**src/rtl/serial_adder.sv**
```systemverilog
// serial_adder: bit-serial WIDTH-bit adder built from two halfadder cells,
// a carry flop and operand/sum shift registers. One addition at a time,
// with a start/busy/done handshake and a registered sum/cout result.

// Half-adder cell used to build the per-bit full-adder slice.
module halfadder (
   input  logic a,
   input  logic b,
   output logic s,
   output logic c
);

   assign s = a ^ b;
   assign c = a & b;

endmodule

module serial_adder #(
   parameter int WIDTH = 8
) (
   input  logic             clk,
   input  logic             rst,
   input  logic             start,
   input  logic [WIDTH-1:0] a,
   input  logic [WIDTH-1:0] b,
   input  logic             cin,
   output logic             busy,
   output logic             done,
   output logic [WIDTH-1:0] sum,
   output logic             cout
);

   localparam int CW = $clog2(WIDTH);

   typedef enum logic [1:0] {
      IDLE,
      RUN,
      DONE
   } state_t;

   state_t           state;
   state_t           state_next;

   logic [WIDTH-1:0] a_sh;
   logic [WIDTH-1:0] b_sh;
   logic [WIDTH-2:0] sum_sh;
   logic             carry;
   logic [CW-1:0]    cnt;

   logic             ha0_s;
   logic             ha0_c;
   logic             sum_bit;
   logic             ha1_c;
   logic             carry_next;
   logic             last_bit;
   logic [WIDTH-1:0] sum_full;

   // First half adder combines the two operand LSBs.
   halfadder u_ha0 (
      .a (a_sh[0]),
      .b (b_sh[0]),
      .s (ha0_s),
      .c (ha0_c)
   );

   // Second half adder folds in the running carry to give this bit's sum.
   halfadder u_ha1 (
      .a (ha0_s),
      .b (carry),
      .s (sum_bit),
      .c (ha1_c)
   );

   // Both half-adder carries can never be high together, so OR gives the majority.
   assign carry_next = ha0_c | ha1_c;
   assign last_bit   = (cnt == CW'(WIDTH - 1));

   // sum_sh keeps the WIDTH-1 bits produced so far; with the current bit on top
   // it is the full result on the last bit, and its LSB simply drops off otherwise.
   assign sum_full   = {sum_bit, sum_sh};

   // State register, cleared to IDLE by the synchronous reset.
   always_ff @(posedge clk) begin
      if (rst) begin
         state <= IDLE;
      end else begin
         state <= state_next;
      end
   end

   // Next state: accept start only in IDLE, leave RUN after the last bit, DONE lasts one cycle.
   always_comb begin
      state_next = state;
      case (state)
         IDLE:    if (start) state_next = RUN;
         RUN:     if (last_bit) state_next = DONE;
         DONE:    state_next = IDLE;
         default: state_next = IDLE;
      endcase
   end

   // Handshake outputs depend only on the registered state.
   always_comb begin
      busy = 1'b0;
      done = 1'b0;
      case (state)
         RUN:     busy = 1'b1;
         DONE:    begin
            busy = 1'b1;
            done = 1'b1;
         end
         default: begin
            busy = 1'b0;
            done = 1'b0;
         end
      endcase
   end

   // Datapath: capture operands on accept, shift one bit per RUN cycle, publish the result on the last bit.
   always_ff @(posedge clk) begin
      if (rst) begin
         a_sh   <= '0;
         b_sh   <= '0;
         sum_sh <= '0;
         carry  <= 1'b0;
         cnt    <= '0;
         sum    <= '0;
         cout   <= 1'b0;
      end else begin
         case (state)
            IDLE: begin
               if (start) begin
                  a_sh  <= a;
                  b_sh  <= b;
                  carry <= cin;
                  cnt   <= '0;
               end
            end
            RUN: begin
               a_sh   <= {1'b0, a_sh[WIDTH-1:1]};
               b_sh   <= {1'b0, b_sh[WIDTH-1:1]};
               sum_sh <= sum_full[WIDTH-1:1];
               carry  <= carry_next;
               cnt    <= cnt + 1'b1;
               if (last_bit) begin
                  sum  <= sum_full;
                  cout <= carry_next;
               end
            end
            default: begin
            end
         endcase
      end
   end

endmodule
```
**config.mk**
```make
export PLATFORM = sky130hd
export DESIGN_NAME = serial_adder
export DESIGN_NICKNAME = d
export VERILOG_FILES = /design/src/rtl/serial_adder.sv
export SDC_FILE = /design/constraint.sdc
export NUM_CORES = 1
export LEC_CHECK = 0
export CAP_MARGIN = 20
export CELL_PAD_IN_SITES_DETAIL_PLACEMENT = 2
export CELL_PAD_IN_SITES_GLOBAL_PLACEMENT = 2
export CORE_ASPECT_RATIO = 0.8
export CORE_MARGIN = 2
export CORE_UTILIZATION = 32
export DETAILED_ROUTE_END_ITERATION = 16
export GPL_TIMING_DRIVEN = 0
export PLACE_DENSITY_LB_ADDON = 0.1
export SLEW_MARGIN = 20
export SYNTH_ARGS = -nofsm -noshare
export SYNTH_HDL_FRONTEND = slang
export SYNTH_SLANG_ARGS = --single-unit
```
**constraint.sdc**
```tcl
create_clock -name clk -period 1.6 [get_ports clk]
set_input_delay 0.32 -clock clk [delete_from_list [all_inputs] [get_ports clk]]
set_output_delay 0.32 -clock clk [all_outputs]
set_load 0.05 [all_outputs]
```
Word level (Yosys, flattened, before mapping)
Index checks and enable logic that the tools add are counted.

Add/sub/neg operators: 1. Equal/unequal tests: 5. Multiplexer cells: 13. Bitwise operators: 5. Reductions and logical operators: 6.

Operators by type and width (number): 8-bit case mux with 2 select lines (2); 8-bit 2-to-1 mux (2); 3-bit case mux with 2 select lines (1); 2-bit AND reduction (3); 2-bit 2-to-1 mux (2); 2-bit inequality test (second input constant) (2); 2-bit case mux with 2 select lines (1); 3-bit by 1-bit adder with 3-bit output (second input constant) (1); 3-bit equality test (second input constant) (1); 1-bit 2-to-1 mux (3); 3-bit 2-to-1 mux (1); 1-bit bitwise AND (2); 2-bit by 1-bit equality test with 1-bit output (second input constant) (1); 2-bit equality test (second input constant) (1); 2-bit logical NOT (1); 1-bit case mux with 2 select lines (1); 2-bit nonzero test (1); 2-bit OR reduction (1); 1-bit bitwise XOR (2); 1-bit OR (1).

Flip-flop bits (word level): 38. Bits of input ports: 20. Output and inout bits: 11. Word-level logic and storage cells: 38.

Logic depth before layout (Yosys ltp)
Gate-level depths: netlist (run 1).

Depth after elaboration: 4. Gate-level depth with buffers: 7. Depth with buffers taken out: 5.

By module
From an unflattened synthesis (run 1), not the netlist that was laid out.

Cells, all modules: 171. Area total of the unflattened synthesis: 1737.9 sq um.

By module, submodules not included: serial_adder (times used 1, cells each 169, area each 1712.9 sq um, seq. area each 760.7 sq um); halfadder (times used 2, cells each 1, area each 12.5 sq um, seq. area each 0.0 sq um).

Least setup slack after synthesis (run 1)
OpenSTA, ideal clock, no wires.

Kind: reg-to-reg. From: register state[1]. To: register a_sh[1]. Arrival time: 1262 ps. Data required time: 1457 ps. Setup slack: 195 ps. Stages on the path, launching flop included: 8. Cells stage by stage: dfxtp_1 -> inv_1 -> ha_1 -> buf_6 -> mux2_4 -> buf_6 -> nor2_1 -> a211oi_2.

Longest elaborated chain between the ends: 3. Elaborated cells between the ends (all ways): 6. Classes of those cells: eq/ne (2); mux (1); reduce/logical (3).

Ends and longest elaborated chain: start, declared (line 41) `state_t state;`; start signal, assigned (line 87) `state <= state_next;`; 2-bit by 1-bit equality test with 1-bit output / 2-bit logical NOT (equally long branches) (line 130) `case (state)`; 2-bit nonzero test (no source line) / 2-bit inequality test (equally long branches); 2-bit AND reduction (no source line); end signal, assigned (line 140) `a_sh <= {1'b0, a_sh[WIDTH-1:1]};`; end, declared (line 44) `logic [WIDTH-1:0] a_sh;`.

Several ways; a longest one is shown, not always the timed one. A chain may end at the register's enable or synchronous reset.

Worst setup path in the final report (run 1)
From: register state[1]. To: register a_sh[6].

Same word-level chain as after synthesis.

==> results of run 1 <==
[report_power, final]
| group | internal (W) | switching, W | total (W) | leakage (nW) |
|---|---|---|---|---|
| Clock | 0.000459 | 0.000361 | 0.000820 | 0.0579 |
| Combinational | 0.000214 | 0.000235 | 0.000448 | 0.498 |
| Sequential | 0.00100 | 0.0000416 | 0.00104 | 0.311 |
| Total | 0.00168 | 0.000638 | 0.00231 | 0.867 |
[final cells by class]
class	instances	area, um2	area share (%)
Buffer	13	97.59	4.358
Clock inverter	3	40.04	1.788
Sequential cell	38	763.2	34.08
Inverter	3	11.26	0.5028
Tap cell	62	77.57	3.464
Timing Repair Buffer	31	286.5	12.79
Multi-Input combinational cell	115	894.6	39.94
Clock buffer	5	68.82	3.073
[worst max-delay path by stage]
stage                                 to  slack (ps)  depth (start not counted)
CTS                                 busy           3                          3
finish              a_sh[6]$_SDFFE_PP0P_          70                          7
global placement                    busy        -190                          3
detailed placement                  busy        -230                          3
floorplan           a_sh[1]$_SDFFE_PP0P_         200                          7
global route        b_sh[7]$_SDFFE_PP0P_          -7                          7
[kinds of logic after synthesis]
kind of cell / share of synthesized area, %
flops: 44.35
buf+inv: 6.126
simple gates: 13.93
fa+ha+maj: 4.814
mux: 14.30
compound gates: 16.48
[cells in the final DEF (no fill, tap or decap), drive strengths merged, types with 2 or more instances in the layout]
cell type       n
dlygate4sd2     9
inv             3
buf            12
a21oi          14
nand2          13
nand3           9
dfxtp          38
nand3b          3
clkdlybuf4s50  18
a32oi           2
clkbuf         10
mux2i          23
nor2           24
ha              5
clkinv          2
a211oi         16
[state kept, by name, summed over array words and instances, names as in the netlist]
register / count
carry: 1
cnt: 3
cout: 1
a_sh: 8
sum: 8
state: 2
sum_sh: 7
b_sh: 8
[layer usage]
layer	share of wire [%]	wire length [um]	vias up
li1	-	-	661
met1	47	2103	665
met2	48	2130	20
met3	4.2	188	7
met4	1.2	55	0
met5	0	0	-
[critical path: cells and delay by family, from the launching register on]
kind	cells	cell delay (ps)
AO/OA/AOI/OAI	1	50
adder cells (fa/ha/maj)	1	200
buffers and inverters	3	370
flip-flops	1	340
multiplexers	1	310
AND/OR/NAND/NOR	1	100
[repair_timing]
item,CTS,global route
resized for setup,24,12
setup endpoints to repair,22,21
setup buffers,0,2
[cells in the mapped netlist (all sizes together)]
| cell | instances | area (um2) |
|---|---|---|
| nand2 | 13 | 48.80 |
| fa | 1 | 20.02 |
| a211oi | 16 | 195.2 |
| nand3 | 9 | 45.04 |
| nand3b | 3 | 22.52 |
| clkbuf | 4 | 15.01 |
| inv | 3 | 11.26 |
| mux2 | 1 | 15.01 |
| nor2b | 1 | 6.260 |
| nor3 | 1 | 5.000 |
| buf | 9 | 78.82 |
| dfxtp | 38 | 760.7 |
| nor2 | 24 | 97.60 |
| or2b | 1 | 7.510 |
| a21oi | 14 | 70.07 |
| ha | 5 | 62.56 |
| a32oi | 2 | 17.52 |
| nand2b | 1 | 6.260 |
| mux2i | 23 | 230.2 |
[metrics by stage]
| step | util (%) | TNS (ps) | cells | total power, W | hold slack (ps) |
|---|---|---|---|---|---|
| CTS | 42.86 | 0 | 268 | 0.002325 | 373.3 |
| global placement | 40.90 | -222.0 | 260 | 0.001468 | 443.7 |
| floorplan | - | 0 | 169 | 0.001359 | 431.6 |
| detailed placement | 40.90 | -486.8 | 260 | 0.001492 | 452.4 |
| global route | 43.97 | -6.618 | 270 | 0.002428 | 386.5 |
| finish | 43.97 | 0 | 270 | 0.002313 | 370.0 |
==> flow_summary.ini, run 1 <==
[run_status]
outcome = finished clean

[synthesis]
yosys_register_bits = 38
synth_warnings = 0
netlist_instances = 169
ys_types = 23
postSynthAreaPerCell_um2 = 10.15
netlist_area_um2 = 1715
synth_fp_nets = 195
seq_area_frac_synth_pct = 44.35

[critical_path]
critical-path-max-stage-delay_ps = 340
critPathLaunch = state[1]$_SDFFE_PP0P_
r2r-end = a_sh[6]$_SDFFE_PP0P_
worstRegToRegCells = 7
crit_fanout = 10
path_class = register to register
cp-end-kind = register
start_kind = register
crit_required_ps = 1760
ff2ff_setup_slack_ps = 70
crit_chain = inv_1 > ha_1 > buf_6 > mux2_4 > buf_6 > nor2_2 > a211oi_2
crit-reg2reg-launch = state[1]$_SDFFE_PP0P_
cpMaxStageDelayCell = dfxtp_2
cpMostUsedCell = buf_6
arrival_ps = 1680

[min_path]
hold_path.class = primary input to register
worst_hold_path.num_cells = 2
min-delay-start = rst
min_delay_worst_endpoint = b_sh[4]$_SDFFE_PP0P_

[timing]
hold_viol = 0
worst-slew-pin-transition_ps = 668.5
finalCriticalPeriod_ps = 1525
setup_violations = 0
layout_setup_ws_ps = 74.52
fmax_ghz = 0.6555
rsz0062_at_grt = yes
finalClockSkew_ps = 6.354
slew_viol_final = 0
maxSlewHeadroom_pct = 55.44
period_share_pct = 95.34

[drt]
wl_per_cell_um = 16.58
drc = 0
vias_per_cell = 5.011
ant_nets = 0
firstDrtPassIters = 4
drtIter0Drc = 27
wl_mm = 4.477
vias = 1353

[finish]
syn_to_final_growth_pct = 30.56
antennaDiodeCount = 0
final_cell_area_um2 = 2240
fin_nets = 233
fillers = 537
drive_gt1_share_pct = 24.52

[die]
die_y_um = 69.49
pin_count = 31
start_util_pct = 33.68
die_w_um = 85.86
design.core.area_um2 = 5094
die_area_um2 = 5966
placementRows = 23

[global_routing]
gr-usage-met3_pct = 5.476
grt_pass1_wl_mm = 7.638
use_met1_pct = 21.08
overflow = 0
top_usage_layer = met2
grt_pass1_vias = 1529
antenna_found_initial = 0
grt_usage_pct = 16.53
grt_max_degree = 13
use_met2_pct = 26.53

[clock_network]
clkSlewWorstSetupHoldPaths_ps = 80
clock-sinks = 38
hold_buffers = 0
clock-root-buffer = clkbuf_8
cts_buffers = 5
cts_tree = done
htree_levels = 2
clock_latency_ps = 300
cts.path.max_buffers = 2

[placement]
routabilityCongestion = 0.7033
post-place-ws_ps = -231.7
dp_hpwl_mm = 3.226
io_buffers = 29
place_area_um2 = 2083

[pwr]
vdd_drop_max_uv = 418.6
leakage_nw = 0.8673
power.density_nw_per_um2 = 1033

[run]
maxCapViolations = 0
No activity file was read; power rests on OpenSTA's default activity.
==> run 2: changes to the inputs <==
--- a/config.mk
+++ b/config.mk
@@ -10,9 +10,9 @@
 export CELL_PAD_IN_SITES_GLOBAL_PLACEMENT = 2
 export CORE_ASPECT_RATIO = 0.8
 export CORE_MARGIN = 2
-export CORE_UTILIZATION = 32
+export CORE_UTILIZATION = 29
+export CTS_CLUSTER_DIAMETER = 150
 export DETAILED_ROUTE_END_ITERATION = 16
-export GPL_TIMING_DRIVEN = 0
 export PLACE_DENSITY_LB_ADDON = 0.1
 export SLEW_MARGIN = 20
 export SYNTH_ARGS = -nofsm -noshare
==> constraint.sdc (replaced) <==
create_clock -name clk -period 1.25 [get_ports clk]
set_input_delay 0.25 -clock clk [delete_from_list [all_inputs] [get_ports clk]]
set_output_delay 0.25 -clock clk [all_outputs]
set_load 0.05 [all_outputs]
==> run 2 against run 1 <==
The run now ends with negative setup slack left. Critical endpoint is now b_sh[3]$_SDFFE_PP0P_. Sequential power increased by 30%. Sequential share of layout area decreased by 4.2 points. Die area increased by 9.8%. Non-clock buffer count increased by 5. Cell count increased by 8.5%. Fmax increased by 6.5%. Clock-buffer cell count increased by 2. Worst setup slack got worse by 260 ps. Clock power decreased by 3.4%. Largest cell class unchanged. Cell area increased by 15%. Core utilization increased by 0.27 points.
==> flow_summary.ini, run 2 (synthesis gave the netlist of run 1 again) <==
[finish]
fillers = 625
final_cell_area_um2 = 2574
syn_to_final_growth_pct = 50.04
layout_commonest_cell = dfxtp_1
top_regs = a_sh (8), b_sh (8), sum (8)
fin_nets = 238
drive_gt1_share_pct = 36.79
final_cell_mix = dfxtp_1 (34), mux2i_1 (23), clkdlybuf4s50_1 (19)
antennaDiodeCount = 0

[timing]
finalClockSkew_ps = 5.280
totalNegativeSetupSlack_ps = -3110
finalCriticalPeriod_ps = 1433
slew_viol_final = 0
hold_viol = 0
rsz0062_at_grt = yes
worst-slew-pin-transition_ps = 202.7
period_share_pct = 114.6
setup_violations = 24
maxSlewHeadroom_pct = 86.10
layout_setup_ws_ps = -182.7
fmax_ghz = 0.6980

[die]
design.core.area_um2 = 5818
start_util_pct = 29.48
die_w_um = 89.99
die_y_um = 72.79
die_area_um2 = 6550
pin_count = 31
placementRows = 25

[drt]
vias_per_cell = 4.666
firstDrtPassIters = 2
vias = 1367
drtIter0Drc = 33
wl_per_cell_um = 15.20
ant_nets = 0
drc = 0
wl_mm = 4.455

[placement]
dp_hpwl_mm = 3.254
routabilityCongestion = 0.7061
io_buffers = 30
place_area_um2 = 2366

[clock_network]
cts_tree = done
clock-root-buffer = clkbuf_8
clkSlewWorstSetupHoldPaths_ps = 70
hold_buffers = 0
clock_latency_ps = 280
cts_buffers = 5
htree_levels = 2
clock-sinks = 38
cts.path.max_buffers = 2

[global_routing]
grt_usage_pct = 14.03
grt_max_degree = 39
grt_pass1_vias = 1512
grt_pass1_wl_mm = 7.265
overflow = 0
antenna_found_initial = 0

[critical_path]
path_class = register to register
cp-end-kind = register
crit_required_ps = 1450
arrival_ps = 1630
start_kind = register
crit_fanout = 8

[run_status]
outcome = complete, but fails checks
violations = negative setup slack

[pwr]
leakage_nw = 0.9316
power.density_nw_per_um2 = 1104
vdd_drop_max_uv = 705.3

[min_path]
hold_path.class = register to register

[run]
maxCapViolations = 0
run 2: changes by cell type in the layout (fill, tap and decap cells not counted), moves of 3 or more:
cell,previous run,this run
nor2_1,16,11
nor2_4,1,5
buf_4,4,11
ha_1,4,0
buf_6,5,1
dlygate4sd2_1,9,0
buf_12,0,16
buf_2,3,0
ha_4,1,4
run 2: where the power goes:
group | internal [W] | switching [W]
logic | 0.000380 | 0.000319
clock network | 0.000384 | 0.000408
registers | 0.00129 | 0.0000652
total | 0.00205 | 0.000791
run 2: worst paths after layout:
path | start | to | slack, ps | cells after the start
setup / recovery | state[0]$_SDFFE_PP0P_ | b_sh[3]$_SDFFE_PP0P_ | -180 | 5
hold / removal | sum_sh[1]$_SDFFE_PP0P_ | sum[1]$_SDFFE_PP0P_ | 490 | 2
setup reg to reg | state[0]$_SDFFE_PP0P_ | b_sh[3]$_SDFFE_PP0P_ | -180 | 5
hold reg to reg | sum_sh[1]$_SDFFE_PP0P_ | sum[1]$_SDFFE_PP0P_ | 490 | 2
run 2: final cells by class:
cell class | instances | area [um2] | share of cell area [%]
Multi-Input combinational cell | 115 | 967.2 | 37.58
Sequential cell | 38 | 768.2 | 29.85
Timing Repair Buffer | 49 | 646.9 | 25.13
Tap cell | 81 | 101.3 | 3.938
Clock buffer | 7 | 76.32 | 2.965
Inverter | 3 | 13.76 | 0.5348
run 2: stage by stage:
| step | worst slack (ps) | hold WS (ps) | power [W] | utilization (%) | cells |
|---|---|---|---|---|---|
| CTS | -169.2 | 503.5 | 0.002880 | 43.91 | 293 |
| floorplan | -98.60 | 414.4 | 0.001775 | - | 169 |
| global route | -234.2 | 523.2 | 0.002996 | 44.24 | 293 |
| detailed placement | -348.4 | 458.3 | 0.002007 | 40.67 | 284 |
| finish | -182.7 | 491.0 | 0.002841 | 44.24 | 293 |
| global placement | -212.5 | 450.1 | 0.001969 | 40.67 | 284 |
run 2: metal layers:
metal / vias up / global-route usage [%] / routed length [um]
li1: 671 / - / -
met1: 673 / 15.64 / 1933
met2: 19 / 27.10 / 2362
met3: 4 / 3.512 / 129
met4: 0 / 3.761 / 29
met5: - / 0 / 0
run 2: worst max-delay path, cell delays in order, from the launching register on:
cell,delay [ps]
dfxtp_4,390
inv_4,50
ha_4,150
mux2_4,380
buf_12,160
a211oi_2,210
run 2: repair_timing:
item                       CTS  global route
resized for setup           17             6
hold endpoints to repair     0             0
pin swaps                    6             1
setup endpoints to repair   36            33
setup buffers                1             0
gates cloned                 1             0
==> run 3: changes to the inputs <==
--- a/config.mk
+++ b/config.mk
@@ -17,4 +17,5 @@
 export SLEW_MARGIN = 20
 export SYNTH_ARGS = -nofsm -noshare
 export SYNTH_HDL_FRONTEND = slang
+export SYNTH_HIERARCHICAL = 1
 export SYNTH_SLANG_ARGS = --single-unit
==> run 3 against run 2 <==
The flow still finishes with violations (negative setup slack). Worst setup slack improved by 59 ps. Sequential power barely moved. Routed wire length rose by 7.1%. First-iteration DRC count rose by 55%. Synthesized cell count rose by 1.2%. Combinational power rose by 7.3%. Sequential share of layout area fell by 1.1 points. Critical endpoint is now state[0]$_SDFFE_PP0P_.
==> flow_summary.ini, run 3 <==
[pwr]
vdd_drop_max_uv = 490.2
combPwrFrac_pct = 25.0
seqPwrFrac_pct = 44.9
intPower_w = 0.002126
leakage_nw = 0.9699
power.density_nw_per_um2 = 1127
clockPowerShare_pct = 30.1
p_sw_share_pct = 29.04
p_switching_w = 0.0008702

[critical_path]
crit_cells = 7
cpMaxStageDelayCell = dfxtp_2
crit_required_ps = 1440
arrival_ps = 1570
critPathTopFamily = buffers and inverters
path_buf_inv = 3
start_kind = register
critical-path-max-stage-delay_ps = 340
cp-end-kind = register
crit_fanout = 8
path_class = register to register
crit_chain = buf_4 > ha_4 > buf_8 > buf_6 > nand2b_4 > a21oi_1 > a211oi_1
worstRegToRegCells = 7

[timing]
period_share_pct = 109.9
worst-slew-pin-transition_ps = 332.0
hold_slack_ps = 459.7
rsz0062_at_grt = yes
fmax_ghz = 0.7280
maxSlewHeadroom_pct = 77.80
setup_violations = 39
hold_viol = 0
finalClockSkew_ps = 8.508
layout_setup_ws_ps = -123.6
slew_viol_final = 0
finalCriticalPeriod_ps = 1374

[run_status]
outcome = complete, but fails checks
violations = negative setup slack

[drt]
drc = 0
wl_met2_mm = 2.393
wl_met1_mm = 2.213
vias_per_cell = 4.639
highest_layer = met4
ant_nets = 0
wl_met3_um = 134
wl_per_cell_um = 15.96
vias = 1387
wl_mm = 4.771
firstDrtPassIters = 4
drtIter0Drc = 51

[min_path]
worst_hold_path.num_cells = 2
hold_path.class = register to register

[die]
pin_count = 31
die_area_um2 = 6632
die_y_um = 73.24
start_util_pct = 29.71
die_w_um = 90.55
design.core.area_um2 = 5849
placementRows = 25

[finish]
top_regs = a_sh (8), b_sh (8), sum (8)
syn_to_final_growth_pct = 52.92
drive_gt1_share_pct = 44.04
antennaDiodeCount = 0
final_cell_mix = dfxtp_1 (36), clkdlybuf4s50_1 (19), mux2i_1 (17), nand2_1 (17)
layout_commonest_cell = dfxtp_1
fin_nets = 244
fillers = 623
final_cell_area_um2 = 2658

[synthesis]
synth_edf_count = 0
synth_fp_nets = 198
synthTopCellsByCount = dfxtp_1 (38), mux2i_1 (22), nand2_1 (21), nor2_1 (16)
ys_top_cells_by_area = dfxtp_1 (44%), mux2i_1 (13%), a211oi_2 (10%), ha_1 (5.0%), nand2_1 (4.5%)
seq_area_frac_synth_pct = 43.77
asyncSetResetFlopFracSynth_pct = 0
ys.flop_type = dfxtp_1
postSynthAreaPerCell_um2 = 10.16
yosys_register_bits = 38
netlist_area_um2 = 1738
netlist_instances = 171
yosysTopAreaCellShare_pct = 43.77
ys_types = 24
synth_top_area_cell = dfxtp_1
yosysMostFrequentCell = dfxtp_1
synth_warnings = 6

[placement]
io_buffers = 30
place_area_um2 = 2340
routabilityCongestion = 0.6902
dp_hpwl_mm = 2.976

[clock_network]
htree_levels = 2
cts_tree = done
clock-root-buffer = clkbuf_8
clkSlewWorstSetupHoldPaths_ps = 80
cts_buffers = 5
clock-sinks = 38
clock_latency_ps = 290
hold_buffers = 0
cts.path.max_buffers = 2

[global_routing]
grt_pass1_wl_mm = 7.914
grt_pass1_vias = 1560
grt_usage_pct = 15.35
antenna_found_initial = 0
overflow = 0
grt_max_degree = 39

[run]
maxCapViolations = 0
==> run 3: cell types whose count changed after synthesis, sizes merged <==
cell    previous run  this run
nand3              9         0
nand2             13        21
ha                 5         7
nor2              24        26
a211o              0         1
and2               0         1
clkbuf             4         3
fa                 1         0
mux2i             23        22
nand2b             1         2
or2b               1         0
==> run 3: layout make-up <==
class                   instances  area (um2)  area share, %
repair buffers                 49       620.6          23.35
clock buffers                   6       82.58          3.107
flip-flops and latches         38       763.2          28.72
clock inverters                 2       12.51         0.4708
multi-input cells             120        1064          40.02
well taps                      81       101.3          3.814
inverters                       3       13.76         0.5179
==> run 3: worst register-to-register path, delay by kind of cell, from the launching register on <==
family	cells	cell delay (ps)
AOI/OAI and AO/OA	2	290
DFF	1	340
adders and majority gates	1	200
buffers and inverters	3	410
and+or+nand+nor	1	60
==> run 3: power by group through the flow <==
stage	clock network, W	registers, W	logic, W
after floorplan	0	0.00135	0.000420
after global placement	0	0.00136	0.000581
after detailed placement	0	0.00136	0.000608
after CTS	0.000934	0.00134	0.000715
after global routing	0.000992	0.00136	0.000814
final	0.000901	0.00135	0.000749
==> run 3: through the flow <==
step | utilization (%) | total power (W) | instances | setup TNS, ps | setup WS, ps
floorplan | - | 0.001771 | 171 | -1414 | -94.17
global placement | 40.00 | 0.001937 | 287 | -6218 | -310.4
detailed placement | 40.00 | 0.001970 | 287 | -8188 | -389.2
CTS | 44.36 | 0.002988 | 298 | -3099 | -117.5
global route | 45.43 | 0.003162 | 299 | -5594 | -199.9
finish | 45.43 | 0.002996 | 299 | -3048 | -123.6
==> run 3: path summary, 6_finish.rpt <==
check | startpoint | end | slack, ps
worst max-delay path | state[0]$_SDFFE_PP0P_ | state[0]$_SDFFE_PP0P_ | -120
worst min-delay path | a_sh[7]$_SDFFE_PP0P_ | a_sh[7]$_SDFFE_PP0P_ | 460
worst max register to register | state[0]$_SDFFE_PP0P_ | state[0]$_SDFFE_PP0P_ | -120
worst min register to register | a_sh[7]$_SDFFE_PP0P_ | a_sh[7]$_SDFFE_PP0P_ | 460
==> run 3: repair_timing <==
item | 4_1_cts | 5_1_grt
cloned | 2 | 0
gates resized for setup | 25 | 13
setup endpoints to repair | 39 | 40
buffers inserted | 1 | 1
pin swaps | 9 | 4
==> run 3: cell families (layout without fill, tap and decap cells) <==
logic type      Yosys count  in the layout  synth area share, %
compound gates           33             33                16.49
flops                    38             38                43.77
buf+inv                  15             60                6.551
mux                      23             25                13.53
fa+ha+maj                 7              7                5.039
simple gates             55             55                14.62
==> run 3: routing by layer <==
metal / vias to the layer above / GRT usage, %
met5: - / 0
met4: 0 / 4.786
met2: 22 / 26.87
met1: 679 / 19.09
li1: 684 / -
met3: 2 / 3.409
